[config.mk]
export PLATFORM = sky130hd
export DESIGN_NAME = dtree_feature_sequencer
export DESIGN_NICKNAME = d
export VERILOG_FILES = /design/src/rtl/dtree_feature_sequencer.sv
export SDC_FILE = /design/constraint.sdc
export NUM_CORES = 1
export LEC_CHECK = 0
export BUFFER_PORTS_ARGS = -buffer_cell sky130_fd_sc_hd__clkbuf_2
export CAP_MARGIN = 20
export CELL_PAD_IN_SITES_DETAIL_PLACEMENT = 0
export CELL_PAD_IN_SITES_GLOBAL_PLACEMENT = 1
export CORE_MARGIN = 1
export CORE_UTILIZATION = 46
export DETAILED_ROUTE_END_ITERATION = 10
export PLACE_DENSITY = 0.82
export SETUP_SLACK_MARGIN = 0.15
export SYNTH_ARGS = -nofsm -noshare
export SYNTH_HDL_FRONTEND = slang
export SYNTH_SLANG_ARGS = --single-unit
[constraint.sdc]
create_clock -name clk -period 1.9 [get_ports clk]
set_input_delay 0.38 -clock clk [delete_from_list [all_inputs] [get_ports clk]]
set_output_delay 0.38 -clock clk [all_outputs]
set_load 0.05 [all_outputs]
[src/rtl/dtree_feature_sequencer.sv]
// Byte-serial feature framer for a combinational decision tree: assembles a frame,
// holds it on feat_bus, waits for the tree to settle and returns the sampled class.
module dtree_feature_sequencer #(
   parameter int NUM_FEAT   = 5,
   parameter int FEAT_W     = 8,
   parameter int CLASS_W    = 5,
   parameter int SETTLE_CYC = 2
) (
   input  logic                         clk,
   input  logic                         rst_n,
   input  logic                         s_valid,
   output logic                         s_ready,
   input  logic [FEAT_W-1:0]            s_data,
   input  logic                         s_last,
   output logic [NUM_FEAT*FEAT_W-1:0]   feat_bus,
   input  logic [CLASS_W-1:0]           cls_in,
   output logic                         m_valid,
   input  logic                         m_ready,
   output logic [CLASS_W-1:0]           m_class,
   output logic                         err_frame,
   output logic                         busy
);

   localparam int IDX_W = $clog2(NUM_FEAT);
   localparam logic [IDX_W-1:0] LAST_IDX    = IDX_W'(NUM_FEAT - 1);
   localparam logic [3:0]       SETTLE_LOAD = 4'(SETTLE_CYC - 1);

   typedef enum logic [1:0] {COLLECT, DRAIN, SETTLE, OUTPUT} state_t;

   state_t                        state_q, state_nxt;
   logic [IDX_W-1:0]              idx;
   logic [FEAT_W-1:0]             staging [NUM_FEAT];
   logic [3:0]                    settle_cnt;
   logic [NUM_FEAT*FEAT_W-1:0]    frame_nxt;
   logic                          accept;
   logic                          at_last_idx;
   logic                          good_frame;
   logic                          short_frame;
   logic                          long_frame;

   assign s_ready     = (state_q == COLLECT) || (state_q == DRAIN);
   assign accept      = s_valid && s_ready;
   assign at_last_idx = (idx == LAST_IDX);
   assign busy        = (state_q != COLLECT) || (idx != '0);

   // The final beat goes straight onto the bus; it never lands in staging first.
   always_comb begin
      frame_nxt = '0;
      for (int k = 0; k < NUM_FEAT; k++)
         frame_nxt[k*FEAT_W +: FEAT_W] = (k == NUM_FEAT - 1) ? s_data : staging[k];
   end

   always_ff @(posedge clk or negedge rst_n) begin
      if (!rst_n) state_q <= COLLECT;
      else        state_q <= state_nxt;
   end

   always_comb begin
      state_nxt   = state_q;
      good_frame  = 1'b0;
      short_frame = 1'b0;
      long_frame  = 1'b0;
      case (state_q)
         COLLECT: begin
            if (accept) begin
               if (at_last_idx) begin
                  if (s_last) begin
                     good_frame = 1'b1;
                     state_nxt  = SETTLE;
                  end else begin
                     long_frame = 1'b1;
                     state_nxt  = DRAIN;
                  end
               end else if (s_last) begin
                  short_frame = 1'b1;
               end
            end
         end
         DRAIN:   if (accept && s_last) state_nxt = COLLECT;
         SETTLE:  if (settle_cnt == '0) state_nxt = OUTPUT;
         OUTPUT:  if (m_ready) state_nxt = COLLECT;
         default: state_nxt = COLLECT;
      endcase
   end

   always_ff @(posedge clk or negedge rst_n) begin
      if (!rst_n) begin
         idx        <= '0;
         settle_cnt <= '0;
         feat_bus   <= '0;
         m_valid    <= 1'b0;
         m_class    <= '0;
         err_frame  <= 1'b0;
         for (int k = 0; k < NUM_FEAT; k++) staging[k] <= '0;
      end else begin
         err_frame <= short_frame || long_frame;

         if (state_q == COLLECT && accept) begin
            staging[idx] <= s_data;
            idx          <= (s_last || at_last_idx) ? '0 : idx + IDX_W'(1);
         end

         if (good_frame) begin
            feat_bus   <= frame_nxt;
            settle_cnt <= SETTLE_LOAD;
         end else if (state_q == SETTLE && settle_cnt != '0) begin
            settle_cnt <= settle_cnt - 4'd1;
         end

         // Class is captured on the last settle cycle and held until taken.
         if (state_q == SETTLE && settle_cnt == '0) begin
            m_class <= cls_in;
            m_valid <= 1'b1;
         end else if (state_q == OUTPUT && m_ready) begin
            m_valid <= 1'b0;
         end
      end
   end

endmodule

==> flow_metrics.tcl <==
set metrics [dict create \
    cts_tree "built" \
    combinationalPowerShare_pct 42.7 \
    rows 32 \
    worstPathRequired_ns 1.52 \
    final-seq-area_um2 2210 \
    synth_largest_area_cell "dfrtp_1" \
    first_pass_iters 4 \
    drt_iter0_markers 55 \
    synthMuxAreaShare_pct 27.6 \
    cp.arrival_ns 1.37 \
    drc 0 \
    hold_violations 0 \
    synth_cell_types 34 \
    clkTransAtPathRegs_ns 0.09 \
    status "finished clean" \
    reg2reg_depth 4 \
    period_share_pct 92.2 \
    avgRoutedWirePerCell_um 15.4 \
    synthAdderAreaFrac_pct 1.36 \
    grt_pass1_wl_um 10800 \
    crit_path_start_kind "flip-flop" \
    synth_xor_area_share_pct 0.238 \
    seqPwrFrac_pct 40.9 \
    avgViaCountPerCell 5.06 \
    synth-seq-area-share_pct 59.8 \
    clk_latency_ns 0.36 \
    drv_cap 0 \
    cpPeakStageDelay_ns 0.39 \
    antenna_found_initial 0 \
    die_w_um 91.5 \
    grt_max_degree 32 \
    cp_slowest_cell "dfrtp_1" \
    grtUsageTotal_pct 17.0 \
    slew_violations 0 \
    synthesis.nets 251 \
    skew_ns 0.0100 \
    syn_area_per_cell_um2 16.1 \
    multi_input_area_um2 1400 \
    post-place-cells 400 \
    clock.fmax_mhz 571 \
    clock-sinks 88 \
    clkPwrFrac_pct 16.5 \
    fin_area_um2 4480 \
    switchingPower_mw 2.93 \
    fin_tns_setup_ns 0 \
    h-tree-depth 3 \
    slew_headroom_pct 73.0 \
    tightest_slew_ns 0.406 \
    synth_cells 229 \
    synth_area_leaders "dfrtp_1 (60%), mux2_4 (15%), mux2_2 (13%)" \
    grt_overflow 0 \
    synth.top_cell.area_share_pct 59.8 \
    ir_drop_uv 1140 \
    setup_violations 0 \
    cp_cell_sequence "inv_2, ha_4, buf_6, nand3b_1, buf_8" \
    area_growth_pct 21.5 \
    fin_ws_ns 0.148 \
    ys_seq_elements 88 \
    hp-class "primary input to flip-flop" \
    synth_top_family_by_area "multiplexers" \
    wirelength_um 6520 \
    fp.dieArea_um2 8370 \
    placed_area_um2 4200 \
    gp_congestion 0.727 \
    drive_gt1_share_pct 58.9 \
    rsz0062_at_grt "yes" \
    grt_pass1_vias 2152 \
    hold_ws_ns 0.248 \
    power_leakage_nw 2.19 \
    diodes 0 \
    ios 67 \
    instances_no_fill 423 \
    layout.nets 338 \
    power.share.switching_pct 40.1 \
    p_int_mw 4.37 \
    cts_made_buffers 9 \
    antenna_left 0 \
    design_power_total_mw 7.30 \
    power_density_nw_per_um2 1630 \
    holdPathStages 2 \
    crit_path_max_fanout 3 \
    endpoint_kind "output pin" \
    die_h_um 91.5 \
    synth-warning-count 0 \
    pre_cts_slack_ns -0.0182 \
    fin_crit_ns 1.75 \
    utilization_pct 57.9 \
    cts_buffer_depth 2 \
    fill_cells 628 \
    synth-simple-area-share_pct 5.53 \
    synth_compound_area_share_pct 2.75 \
    vias 2139 \
    core_um2 7730 \
    start_util_pct 47.7 \
    io_buffers 66 \
    dp_hpwl_um 4510 \
    cts-root-buf "clkbuf_8" \
    syn-cell-area_um2 3680 \
    worstSetupPathType "flip-flop to output pin" \
]
## cell families (layout without fill, tap and decap cells)
group	Yosys count	in the layout
adders and majority gates	4	4
AOI/OAI and AO/OA	15	15
and+or+nand+nor	28	28
xor gates and xnor gates	1	1
DFF	88	88
buffers and inverters	15	107
muxes	78	78
## layer usage
| layer | track usage [%] | wire, um | vias up |
|---|---|---|---|
| met3 | 3.60 | 224 | 14 |
| met2 | 25.5 | 3070 | 51 |
| met5 | 0 | 0 | - |
| met4 | 9.52 | 161 | 0 |
| met1 | 22.9 | 3060 | 1075 |
| li1 | - | - | 999 |
## timing repair
item / in CTS / in global routing
setup buffers: 1 / 5
endpoints found under the hold margin: 28 / 0
endpoints found under the setup margin: 25 / 48
hold buffers: 1 / 0
pin swaps: 1 / 1
gates resized for setup: 3 / 10
## worst max-delay path: cells and delay by family (launching register included)
family,cells,cell delay [ns]
AND/OR/NAND/NOR,1,0.11
flip-flops,1,0.39
adder cells (fa/ha/maj),1,0.14
buffers and inverters,3,0.37
## path summary, 6_finish.rpt
check	slack (ns)	end	start
min	0.25	m_class[4]	cls_in[4]
min in group asynchronous	0.48	feat_bus[39]	rst_n
max	0.15	busy	idx[1]
max in group asynchronous	0.80	idx[2]	rst_n
max reg2reg	0.16	feat_bus[13]	state_q[1]
min reg2reg	0.51	frame_nxt[0]	frame_nxt[0]
## power groups by stage
stage          logic, mW  clock network [mW]  registers, mW
2_1_floorplan       1.31                   0           3.90
3_3_place_gp        2.86                   0           3.00
3_5_place_dp        2.93                   0           3.04
4_1_cts             2.99                1.24           3.00
5_1_grt             3.31                1.32           3.08
6_report            3.11                1.20           2.98
## cell usage in the layout, fill, tap and decap left out, types with 2 or more instances in the layout
| master | netlist | routed |
|---|---|---|
| a21oi_1 | 3 | 3 |
| buf_12 | 0 | 4 |
| buf_4 | 0 | 11 |
| buf_6 | 6 | 2 |
| clkbuf_2 | 0 | 64 |
| clkbuf_8 | 0 | 10 |
| clkinv_4 | 0 | 2 |
| clkinvlp_4 | 0 | 2 |
| dfrtp_1 | 88 | 85 |
| dfrtp_2 | 0 | 3 |
| ha_1 | 4 | 3 |
| inv_1 | 8 | 6 |
| inv_2 | 0 | 2 |
| mux2_2 | 41 | 41 |
| mux2_4 | 37 | 37 |
| nand2_1 | 3 | 3 |
| nand3_2 | 3 | 3 |
| nand3b_1 | 2 | 2 |
| nor2_1 | 2 | 2 |
| nor2b_1 | 2 | 2 |
| nor3_1 | 3 | 3 |
| nor3b_2 | 1 | 2 |
| o21ai_0 | 4 | 4 |
| o41ai_1 | 2 | 2 |
| or3_1 | 3 | 3 |
## final cells by class
cell class              count  area share (%)
flip-flops and latches     88            49.3
multi-input cells         126            31.3
repair buffers             83            11.9
clock buffers              11            3.16
well taps                 102            2.85
clock inverters             5           0.922
inverters                   8           0.671
## registers in the layout, summed over array words and instances (netlist names)
| name | cells |
|---|---|
| err_frame | 1 |
| feat_bus | 40 |
| frame_nxt | 32 |
| idx | 3 |
| m_class | 5 |
| m_valid | 1 |
| settle_cnt | 4 |
| state_q | 2 |
## cells in the mapped netlist
cell      count
o41ai_1       2
and3_1        1
nor2_1        2
nand3_2       3
or3_1         3
or3b_1        1
nand3b_1      2
a211oi_1      1
nor3b_1       1
a21oi_1       3
clkbuf_1      1
and2_1        1
mux2_2       41
nor3_1        3
nor2b_1       2
nand2_1       3
a41o_1        1
nor4b_4       1
dfrtp_1      88
o21ai_0       4
ha_1          4
mux2_4       37
nor3b_2       1
nand2b_1      1
o21a_1        1
and4_1        1
inv_1         8
o311ai_0      1
xor2_1        1
a31oi_1       1
nand2_2       1
a22o_1        1
buf_6         6
or4_1         1
No activity file was read; power rests on OpenSTA's default activity.
